[config.mk]
export PLATFORM = sky130hd
export DESIGN_NAME = shifter_serial
export DESIGN_NICKNAME = d
export VERILOG_FILES = /design/src/rtl/shifter_serial.sv
export SDC_FILE = /design/constraint.sdc
export NUM_CORES = 1
export LEC_CHECK = 0
export ABC_CLOCK_PERIOD_IN_PS = 2000
export CAP_MARGIN = 20
export CORE_ASPECT_RATIO = 0.9
export CORE_MARGIN = 3
export CORE_UTILIZATION = 47
export CTS_CLUSTER_SIZE = 30
export DETAILED_ROUTE_END_ITERATION = 6
export GPL_TIMING_DRIVEN = 0
export PLACE_DENSITY = 0.8
export SLEW_MARGIN = 10
export SYNTH_ARGS = -nofsm -noshare
export SYNTH_HDL_FRONTEND = slang
export SYNTH_SLANG_ARGS = --single-unit
[constraint.sdc]
create_clock -name clk -period 2 [get_ports clk]
set_input_delay 0.4 -clock clk [delete_from_list [all_inputs] [get_ports clk]]
set_output_delay 0.4 -clock clk [all_outputs]
set_load 0.1 [all_outputs]
[src/rtl/shifter_serial.sv]
// Bit-serial ARM barrel-shifter replacement: one shift step per clock.
// Supports LSL/LSR/ASR/ROR/RRX with register or immediate amount encodings.
module shifter_serial (
    input  logic        clk,
    input  logic        rst_n,
    input  logic        start,
    input  logic [1:0]  shift_type,
    input  logic        is_imm,
    input  logic [7:0]  amount,
    input  logic [31:0] operand,
    input  logic        carry_in,
    output logic        busy,
    output logic        done,
    output logic [31:0] result,
    output logic        carry_out
);

    typedef enum logic [1:0] {
        ST_IDLE  = 2'd0,
        ST_SHIFT = 2'd1,
        ST_DONE  = 2'd2
    } state_e;

    typedef enum logic [2:0] {
        OP_LSL = 3'd0,
        OP_LSR = 3'd1,
        OP_ASR = 3'd2,
        OP_ROR = 3'd3,
        OP_RRX = 3'd4
    } op_e;

    typedef struct packed {
        op_e        op;
        logic [5:0] n;
    } plan_t;

    // Decode the request into a per-step operation and a step count.
    function automatic plan_t plan_request(input logic [1:0] st, input logic imm,
                                           input logic [7:0] amt);
        plan_t      p;
        logic [4:0] a;
        a    = amt[4:0];
        p.op = OP_LSL;
        p.n  = 6'd0;
        if (imm) begin
            case (st)
                2'b00: begin p.op = OP_LSL; p.n = {1'b0, a}; end
                2'b01: begin p.op = OP_LSR; p.n = (a == 5'd0) ? 6'd32 : {1'b0, a}; end
                2'b10: begin p.op = OP_ASR; p.n = (a == 5'd0) ? 6'd32 : {1'b0, a}; end
                2'b11: begin
                    if (a == 5'd0) begin
                        p.op = OP_RRX;
                        p.n  = 6'd1;
                    end else begin
                        p.op = OP_ROR;
                        p.n  = {1'b0, a};
                    end
                end
                default: ;
            endcase
        end else begin
            case (st)
                2'b00: begin p.op = OP_LSL; p.n = (amt > 8'd33) ? 6'd33 : amt[5:0]; end
                2'b01: begin p.op = OP_LSR; p.n = (amt > 8'd33) ? 6'd33 : amt[5:0]; end
                2'b10: begin p.op = OP_ASR; p.n = (amt > 8'd32) ? 6'd32 : amt[5:0]; end
                2'b11: begin
                    p.op = OP_ROR;
                    if (amt == 8'd0)
                        p.n = 6'd0;
                    else if (a == 5'd0)
                        p.n = 6'd32;
                    else
                        p.n = {1'b0, a};
                end
                default: ;
            endcase
        end
        return p;
    endfunction

    // One serial step; returns {carry, value}.
    function automatic logic [32:0] shift_step(input op_e op, input logic [31:0] r,
                                               input logic c);
        logic [32:0] y;
        case (op)
            OP_LSL:  y = {r[31], r[30:0], 1'b0};
            OP_LSR:  y = {r[0], 1'b0, r[31:1]};
            OP_ASR:  y = {r[0], r[31], r[31:1]};
            OP_ROR:  y = {r[0], r[0], r[31:1]};
            OP_RRX:  y = {r[0], c, r[31:1]};
            default: y = {c, r};
        endcase
        return y;
    endfunction

    state_e      state_q, state_d;
    op_e         op_q, op_d;
    logic [5:0]  count_q, count_d;
    logic [31:0] result_q, result_d;
    logic        carry_q, carry_d;
    logic        busy_q, busy_d;
    logic        done_q, done_d;
    plan_t       plan;

    assign plan = plan_request(shift_type, is_imm, amount);

    always_comb begin
        // NOTE: every always_comb output gets a default first so no path can infer a latch.
        state_d  = state_q;
        op_d     = op_q;
        count_d  = count_q;
        result_d = result_q;
        carry_d  = carry_q;

        case (state_q)
            ST_IDLE, ST_DONE: begin
                if (start) begin
                    result_d = operand;
                    carry_d  = carry_in;
                    op_d     = plan.op;
                    count_d  = plan.n;
                    state_d  = (plan.n == 6'd0) ? ST_DONE : ST_SHIFT;
                end else begin
                    state_d = ST_IDLE;
                end
            end
            ST_SHIFT: begin
                {carry_d, result_d} = shift_step(op_q, result_q, carry_q);
                count_d = count_q - 6'd1;
                if (count_q <= 6'd1)
                    state_d = ST_DONE;
            end
            default: state_d = ST_IDLE;
        endcase

        busy_d = (state_d == ST_SHIFT);
        done_d = (state_d == ST_DONE);
    end

    always_ff @(posedge clk) begin
        // NOTE: reset is synchronous here, so rst_n is just another input sampled at the edge.
        if (!rst_n) begin
            state_q  <= ST_IDLE;
            op_q     <= OP_LSL;
            count_q  <= 6'd0;
            result_q <= 32'd0;
            carry_q  <= 1'b0;
            busy_q   <= 1'b0;
            done_q   <= 1'b0;
        end else begin
            // NOTE: non-blocking assignments keep all flops updating from pre-edge values.
            state_q  <= state_d;
            op_q     <= op_d;
            count_q  <= count_d;
            result_q <= result_d;
            carry_q  <= carry_d;
            busy_q   <= busy_d;
            done_q   <= done_d;
        end
    end

    assign busy      = busy_q;
    assign done      = done_q;
    assign result    = result_q;
    assign carry_out = carry_q;

endmodule

; ---- After elaboration in Yosys (flattened, before gate mapping)
; Index checks and enable logic that the tools add are counted.
[totals]
reg_bits = 46
input_bits = 47
out_inout_bits = 35
elab_cells = 58
[classes]
addsub = 1
n_lt_le_gt_ge = 3
n_eq_ne = 15
n_mux = 19
n_reduce_logical = 12
[op_table]
columns = operator, n
row1 = case mux 33 bit (5 select lines), 1
row2 = case mux 9 bit (4 select lines), 2
row3 = case mux 32 bit (2 select lines), 1
row4 = 2-to-1 mux 32 bit, 1
row5 = 2-to-1 mux 6 bit, 5
row6 = 2-to-1 mux 9 bit, 2
row7 = > comparator 8 x 6 -> 1 bit (second input constant), 2
row8 = case mux 6 bit (2 select lines), 1
row9 = equality test 2 bit (second input constant), 4
row10 = zero test 8 bit, 1
row11 = equality test 2 x 1 -> 1 bit (second input constant), 3
row12 = equality test 3 x 2 -> 1 bit (second input constant), 2
row13 = less-or-equal comparator 6 x 1 -> 1 bit (second input constant), 1
row14 = zero test 6 bit, 1
row15 = 2-to-1 mux 2 bit, 3
row16 = != test 6 x 1 -> 1 bit (second input constant), 1
row17 = subtractor 6 x 1 -> 6 bit (second input constant), 1
row18 = zero test 5 bit, 1
row19 = != test 5 x 1 -> 1 bit (second input constant), 1
row20 = zero test 2 bit, 2
row21 = != test 2 bit (second input constant), 2
row22 = case mux 2 bit (2 select lines), 1
row23 = AND reduction 2 bit, 2
row24 = AND reduction 4 bit, 1
row25 = 8 further kinds, 8

; ---- Logic depth before layout (Yosys ltp)
; Gate-level depths: netlist of run 1.
[depth]
depth_word = 10
depth_mapped = 6
mapped_depth_nobuf = 6

; ---- Least setup slack after synthesis of run 1
; OpenSTA, ideal clock, no wires.
[synth_path]
kind = register -> register
from = register result_q[30], in the netlist result[30]
to = register result_q[31], in the netlist result[31]
setup_ps = 70
arrival_time_ps = 1718
required_ps = 1930
setup_slack_ps = 213
path_stages_with_launch = 5
n_path_buf = 0
synth_period_minus_slack_ps = 1787
path_cell_list = dfxtp_1 and2_1 a221oi_1 a221o_1 a21oi_1
[synth_between]
elab_chain_len = 2
[synth_rtl]
columns = element, line
row1 = start: declaration, 99  ; logic [31:0] result_q, result_d;
row2 = start signal: assignment, 155  ; result_q <= result_d;
row3 = case mux 33 bit (5 select lines), 85  ; case (op)
row4 = case mux 32 bit (2 select lines), 115  ; case (state_q)
; No other way between the ends.
; A chain may end at the register's enable or synchronous reset.

; ---- Final worst setup path of run 1
[layout_path]
from = input amount[2]
to = register done_q, in the netlist done
[layout_between]
elab_chain_len = 10
word_cells_on_any_way = 17
classes_between = order compare (2) / eq/ne (1) / mux (11) / reduce/logical (3)
[layout_rtl]
columns = element, line
row1 = start: declaration, 9  ; input logic [7:0] amount,
row2 = "parallel branches: the longest is 4 deep, another holds > comparator 8 x 6 -> 1 bit", n/a
row3 = 2-to-1 mux 9 bit *, 45  ; if (imm) begin
row4 = zero test 6 bit *, 122  ; state_d = (plan.n == 6'd0) ? ST_DONE : ST_SHIFT;
row5 = 2-to-1 mux 2 bit *, 122
row6 = 2-to-1 mux 2 bit *, 117  ; if (start) begin
row7 = case mux 2 bit (2 select lines) *, 115
row8 = equality test 2 bit *, 137  ; done_d = (state_d == ST_DONE);
row9 = end signal: assignment, 158  ; done_q <= done_d;
row10 = end: declaration, 102  ; logic done_q, done_d;
; Mark *: on every way between the ends. The select of a mux whose other input is x is not followed.

==> results of run 1 <==
-- repair_timing --
action	4_1_cts	5_1_grt
pin swaps	2	4
endpoints found under the setup margin	47	60
gates resized for setup	37	47
setup buffers	0	1
-- cell families after synthesis --
group,share of synthesized area [%]
fa+ha+maj,0.942
mux,1.18
simple gates,27.3
flops,34.7
buf+inv,5.23
compound gates,30.7
-- synth_stat cells (2+ instances only) --
master	instances	share of area [%]
dfxtp_1	46	35
nor2_1	40	5.7
o31ai_1	39	11
nand2_1	38	5.4
and3_1	34	8.0
a211oi_1	32	9.0
clkbuf_1	25	3.5
nor3_1	8	1.5
a21oi_1	7	1.3
inv_1	5	0.71
nand3_1	4	0.75
nor2b_1	4	0.94
o21ai_1	4	0.75
o311a_1	4	1.5
or3_1	4	0.94
buf_2	3	0.57
nand2b_1	3	0.71
o21ai_0	3	0.57
o31a_1	3	0.99
a311oi_1	2	0.66
ha_1	2	0.94
mux2i_1	2	0.75
o211ai_1	2	0.57
or4b_1	2	0.75
-- sequential cells by signal, summed over array words and instances, names as in the netlist --
register	cells
carry_out	1
result	32
op_q	3
busy	1
state_q	2
count_q	6
done	1
-- layout make-up --
| cell class | instances | share of cell area (%) |
|---|---|---|
| clock buffer | 6 | 2.00 |
| buffer | 28 | 3.20 |
| sequential | 46 | 25.3 |
| clock inverter | 2 | 1.03 |
| multi-input combinational | 259 | 45.0 |
| timing repair buffer | 80 | 20.6 |
| tap | 67 | 2.31 |
| inverter | 5 | 0.516 |
-- power by group through the flow --
stage / sequential [uW] / clock (uW) / combinational (uW)
after floorplan: 1810 / 0 / 424
after global placement: 1170 / 0 / 1460
after detailed placement: 1170 / 0 / 1480
after CTS: 1150 / 701 / 1420
after global routing: 1170 / 749 / 1520
final: 1150 / 701 / 1430
-- critical path, delay by kind of cell --
kind | cells | cell delay, ns
AOI/OAI and AO/OA | 3 | 0.74
and+or+nand+nor | 1 | 0.61
buffers and inverters | 1 | 0.42
-- path summary, 6_finish.rpt --
check | startpoint | to | slack [ns] | cells past startpoint
min | carry_out$_SDFFE_PN0P_ | carry_out$_SDFFE_PN0P_ | 0.48 | 2
min reg2reg | carry_out$_SDFFE_PN0P_ | carry_out$_SDFFE_PN0P_ | 0.48 | 2
max reg2reg | op_q[0]$_SDFFE_PN0P_ | result[14]$_SDFFE_PN0P_ | 0.16 | 5
max | amount[2] | done$_SDFF_PN0_ | 0.01 | 5
-- layer usage --
metal  GRT usage (%)  part of all wire [%]  wire length, microns  vias to the layer above
met1            33.0                    47                  3650                     1399
li1                -                     -                     -                     1450
met2            36.8                    46                  3570                       95
met3            4.40                   6.4                   499                        6
met5               0                     0                     0                        -
met4            5.06                  0.80                    62                        0
-- per-stage QoR --
stage / area, sq um / setup TNS, ns / setup slack (ns)
2_1_floorplan: 2660 / 0 / 0.213
3_3_place_gp: 3530 / -9.30 / -0.342
3_5_place_dp: 3530 / -9.59 / -0.369
4_1_cts: 3610 / 0 / 0.00103
5_1_grt: 3630 / -0.0403 / -0.0250
6_report: 3630 / 0 / 0.0123
==> metrics.csv, run 1 <==
metric,value,unit
clkSinkCount,46,
synth_area,0.00266,sq mm
ant_nets,0,
grt_pass1_wl,12.8,mm
antenna_found_initial,0,
seqPwrFrac,35.0,%
seq_area,921,sq um
total_power,3290,uW
status,finished clean,
first_pass_iters,4,
p_sw_share,46.1,%
avgViaCountPerCell,5.98,
hold_violations,0,
num_io_pins,82,
synth.distinct_cells,47,
p_leak,0.00154,uW
initialDrtViolationCount,211,
yosysWarnings,0,
num_vias,2950,
clock_power_share,21.3,%
maxClockFrequency,0.503,GHz
finalMaxSlewViolations,0,
nets,474,
synth_seq_cells,46,
synth_ff_type,dfxtp_1,
num_rows,25,
final_cell_mix,"46 x dfxtp_1, 44 x clkdlybuf4s50_1, 40 x nor2_1, 38 x o31ai_1, 38 x nand2_1",
start_util,49.7,%
nFillCells,472,
drive_above_1_share,8.22,%
cp_max_fo,8,
fp.coreArea,0.00535,sq mm
grt_max_degree,15,
tightest_slew,0.966,ns
final_common_cell,dfxtp_1,
wirelength,7.78,mm
dp_hpwl,5.73,mm
cts_tree,done,
track_usage,23.4,%
gp_congestion,0.928,
crit_slowest_cell,or4_4,
worstPathArrival,2.17,ns
path_clk_slew,0.09,ns
multiInputGateArea,0.00164,sq mm
setup_viol,0,
rsz0062_at_grt,yes,
cts_max_level,2,
grt_pass1_vias,2736,
die_h,77.3,microns
fin_worst_skew,0.00882,ns
portBuffers,79,
synth_edf_count,0,
synth_nets,388,
maxCapViolCount,0,
hp-class,register to register,
critPathRequiredTime,2.18,ns
cts-root-buf,clkbuf_8,
clockBufferDepth,2,
insertedDiodeCount,0,
drc,0,
place_inst,485,
die_x,85.2,microns
cts_buffers,5,
crit_path_start_kind,primary input,
synth_seq_area_share,34.7,%
avgSynthCellArea,7.84,sq um
area_growth,36.8,%
power_switching,1510,uW
postCtsHoldBufs,0,
dieArea,0.00659,sq mm
wl_per_cell,15.8,microns
internal_power,1770,uW
synth_cells,339,
finalNonFillerCells,493,
crit_type,primary input to register,
holdWs,0.480,ns
overflow,0,
ir_worst_vdd,0.000649,V
power.density,904,mW/mm^2
path_cells,clkdlybuf4s50_1 -> or4_4 -> o32a_1 -> o21bai_2 -> o31ai_2,
final_util,68.0,%
fin_crit_sh,99.4,%
end_kind,register,
slew_headroom,35.9,%
clock_latency,0.30,ns
synth-async-reset-ratio,0,%
fin_crit,1.99,ns
cp_slowest_stage_delay,0.61,ns
comb_power_share,43.6,%
No activity file was read; power rests on OpenSTA's default activity.
==> run 2, diff against run 1 <==
--- a/config.mk
+++ b/config.mk
@@ -14,6 +14,7 @@
 export DETAILED_ROUTE_END_ITERATION = 6
 export GPL_TIMING_DRIVEN = 0
 export PLACE_DENSITY = 0.8
+export REMOVE_ABC_BUFFERS = 1
 export SLEW_MARGIN = 10
 export SYNTH_ARGS = -nofsm -noshare
 export SYNTH_HDL_FRONTEND = slang
==> metrics.csv, run 2 (synthesis results as in run 1) <==
metric,value,unit,change
nFillCells,441,,-6.6%
grt_max_degree,36,,+21
worstHoldEndpoint,carry_out$_SDFFE_PN0P_,,
num_rows,25,,unchanged
r2r_end,carry_out$_SDFFE_PN0P_,,
maxCapViolCount,0,,unchanged
fin_crit,1.99,ns,+0.00369 ns
fin_worst_skew,0.0111,ns,+0.00233 ns
track_usage,21.9,%,-1.4 points
wl_per_cell,15.9,microns,+0.53%
start_util,49.7,%,unchanged
drive_above_1_share,8.15,%,-0.068 points
antenna_found_initial,0,,unchanged
timing.rr.start,op_q[0]$_SDFFE_PN0P_,,
p_leak,0.00153,uW,-0.42%
worstPathArrival,2.23,ns,+0.06 ns
nets,453,,-4.4%
cts_tree,done,,
area_growth,37.2,%,
die_h,77.3,microns,unchanged
hold_violations,0,,unchanged
die_x,85.2,microns,unchanged
finalMaxSlewViolations,0,,unchanged
initialDrtViolationCount,223,,+5.7%
portBuffers,81,,+2.5%
status,finished clean,,
cts-root-buf,clkbuf_8,,
grt_pass1_vias,2620,,-4.2%
power.density,906,mW/mm^2,+0.13%
overflow,0,,unchanged
fp.coreArea,0.00535,sq mm,unchanged
rsz0062_at_grt,yes,,
dp_slack,-0.710,ns,-0.341 ns
ant_nets,0,,unchanged
fin_crit_sh,99.6,%,+0.18 points
critPathRequiredTime,2.24,ns,+0.06 ns
maxClockFrequency,0.502,GHz,-0.19%
cts_buffers,5,,unchanged
r2r_cells,5,,unchanged
first_pass_iters,5,,+1
drc,0,,unchanged
gp_congestion,0.879,,-5.2%
placed_cell_area,0.00351,sq mm,-0.46%
hp-class,register to register,,
end_kind,register,,
cp-startpoint,amount[4],,
path_clk_slew,0.08,ns,about the same
clock_latency,0.31,ns,about the same
largest_reg_flops,32,,unchanged
dieArea,0.00659,sq mm,unchanged
cts_max_level,2,,unchanged
fin_setup_tns,0,ns,unchanged
clkSinkCount,46,,unchanged
r2r_slack,0.14,ns,-0.02 ns
wirelength,7.49,mm,-3.8%
crit_path_start_kind,primary input,,
setup_viol,0,,unchanged
hp-start,carry_out$_SDFFE_PN0P_,,
slew_headroom,35.2,%,-0.64 points
final_cell_mix,"46 x dfxtp_1, 45 x clkdlybuf4s50_1, 40 x nor2_1, 39 x o31ai_1, 36 x nand2_1",,
holdPathStages,2,,unchanged
num_io_pins,82,,unchanged
setup_ws,0.00860,ns,-0.00369 ns
final_common_cell,dfxtp_1,,
tightest_slew,0.975,ns,+0.00956 ns
grt_pass1_wl,12.1,mm,-5.9%
num_vias,2874,,-2.6%
insertedDiodeCount,0,,unchanged
crit_type,primary input to register,,
ir_worst_vdd,0.000486,V,-25%
dp_hpwl,5.09,mm,-11%
avgViaCountPerCell,6.09,,+1.8%
fin_area,0.00364,sq mm,+0.28%
cp_max_fo,9,,+1
clockBufferDepth,2,,unchanged
[run 2: area by class of cell]
| class | count | area, sq um | share of cell area, % |
|---|---|---|---|
| clock inverters | 2 | 37.5 | 1.03 |
| clock buffers | 6 | 72.6 | 1.99 |
| inverters | 5 | 18.8 | 0.515 |
| well taps | 67 | 83.8 | 2.30 |
| multi-input cells | 259 | 1660 | 45.6 |
| repair buffers | 87 | 850 | 23.3 |
| flip-flops and latches | 46 | 921 | 25.3 |
[run 2: metrics by stage]
step	hold slack (ns)	std cells	util [%]	total power, uW
after global routing	0.510	472	68.1	3450
final	0.481	472	68.1	3300
after CTS	0.488	470	68.0	3300
after floorplan	0.476	310	-	2200
after global placement	0.473	458	64.1	2610
after detailed placement	0.478	461	65.7	2650
[run 2: layer usage]
metal	global-route usage (%)	part of all wire (%)	up-vias
met4	7.44	1.3	0
met5	0	0	-
li1	-	-	1405
met2	33.7	45	126
met3	5.37	8.8	10
met1	29.9	45	1333
[run 2: repair_timing]
| action | 4_1_cts | 5_1_grt |
|---|---|---|
| cloned | 0 | 0 |
| gates resized for setup | 44 | 36 |
| hold buffers | 0 | 0 |
| endpoints found under the setup margin | 67 | 49 |
| pin swaps | 2 | 1 |
| setup buffers | 1 | 2 |
[run 2: worst max-delay path, cell delays in order]
cell and delay (ns):
clkdlybuf4s50_1 0.42, or4_4 0.62, o32a_1 0.40, o21ai_1 0.21, o31a_1 0.18
[run 2: power by group]
group / internal, uW / switching, uW / total, uW / leakage, uW
clock: 373 / 332 / 705 / 0.0000514
combinational: 382 / 1060 / 1450 / 0.00110
sequential: 1030 / 118 / 1150 / 0.000379
total: 1790 / 1510 / 3300 / 0.00153
[run 2: how the worst max path moves through the flow]
stage / slack [ns] / endpoint
final: 0.009 / busy$_SDFF_PN0_
after global routing: -0.05 / done$_SDFF_PN0_
after CTS: 0.006 / done$_SDFF_PN0_
after detailed placement: -0.71 / result[7]$_SDFFE_PN0P_
after global placement: -3.22 / carry_out$_SDFFE_PN0P_
after floorplan: -1.16 / carry_out$_SDFFE_PN0P_
==> run 3, diff against run 2 <==
--- a/config.mk
+++ b/config.mk
@@ -14,7 +14,6 @@
 export DETAILED_ROUTE_END_ITERATION = 6
 export GPL_TIMING_DRIVEN = 0
 export PLACE_DENSITY = 0.8
-export REMOVE_ABC_BUFFERS = 1
 export SLEW_MARGIN = 10
 export SYNTH_ARGS = -nofsm -noshare
 export SYNTH_HDL_FRONTEND = slang
==> results of run 3 <==
Same layout as run 1: the final DEF is identical, and so are final timing and power.
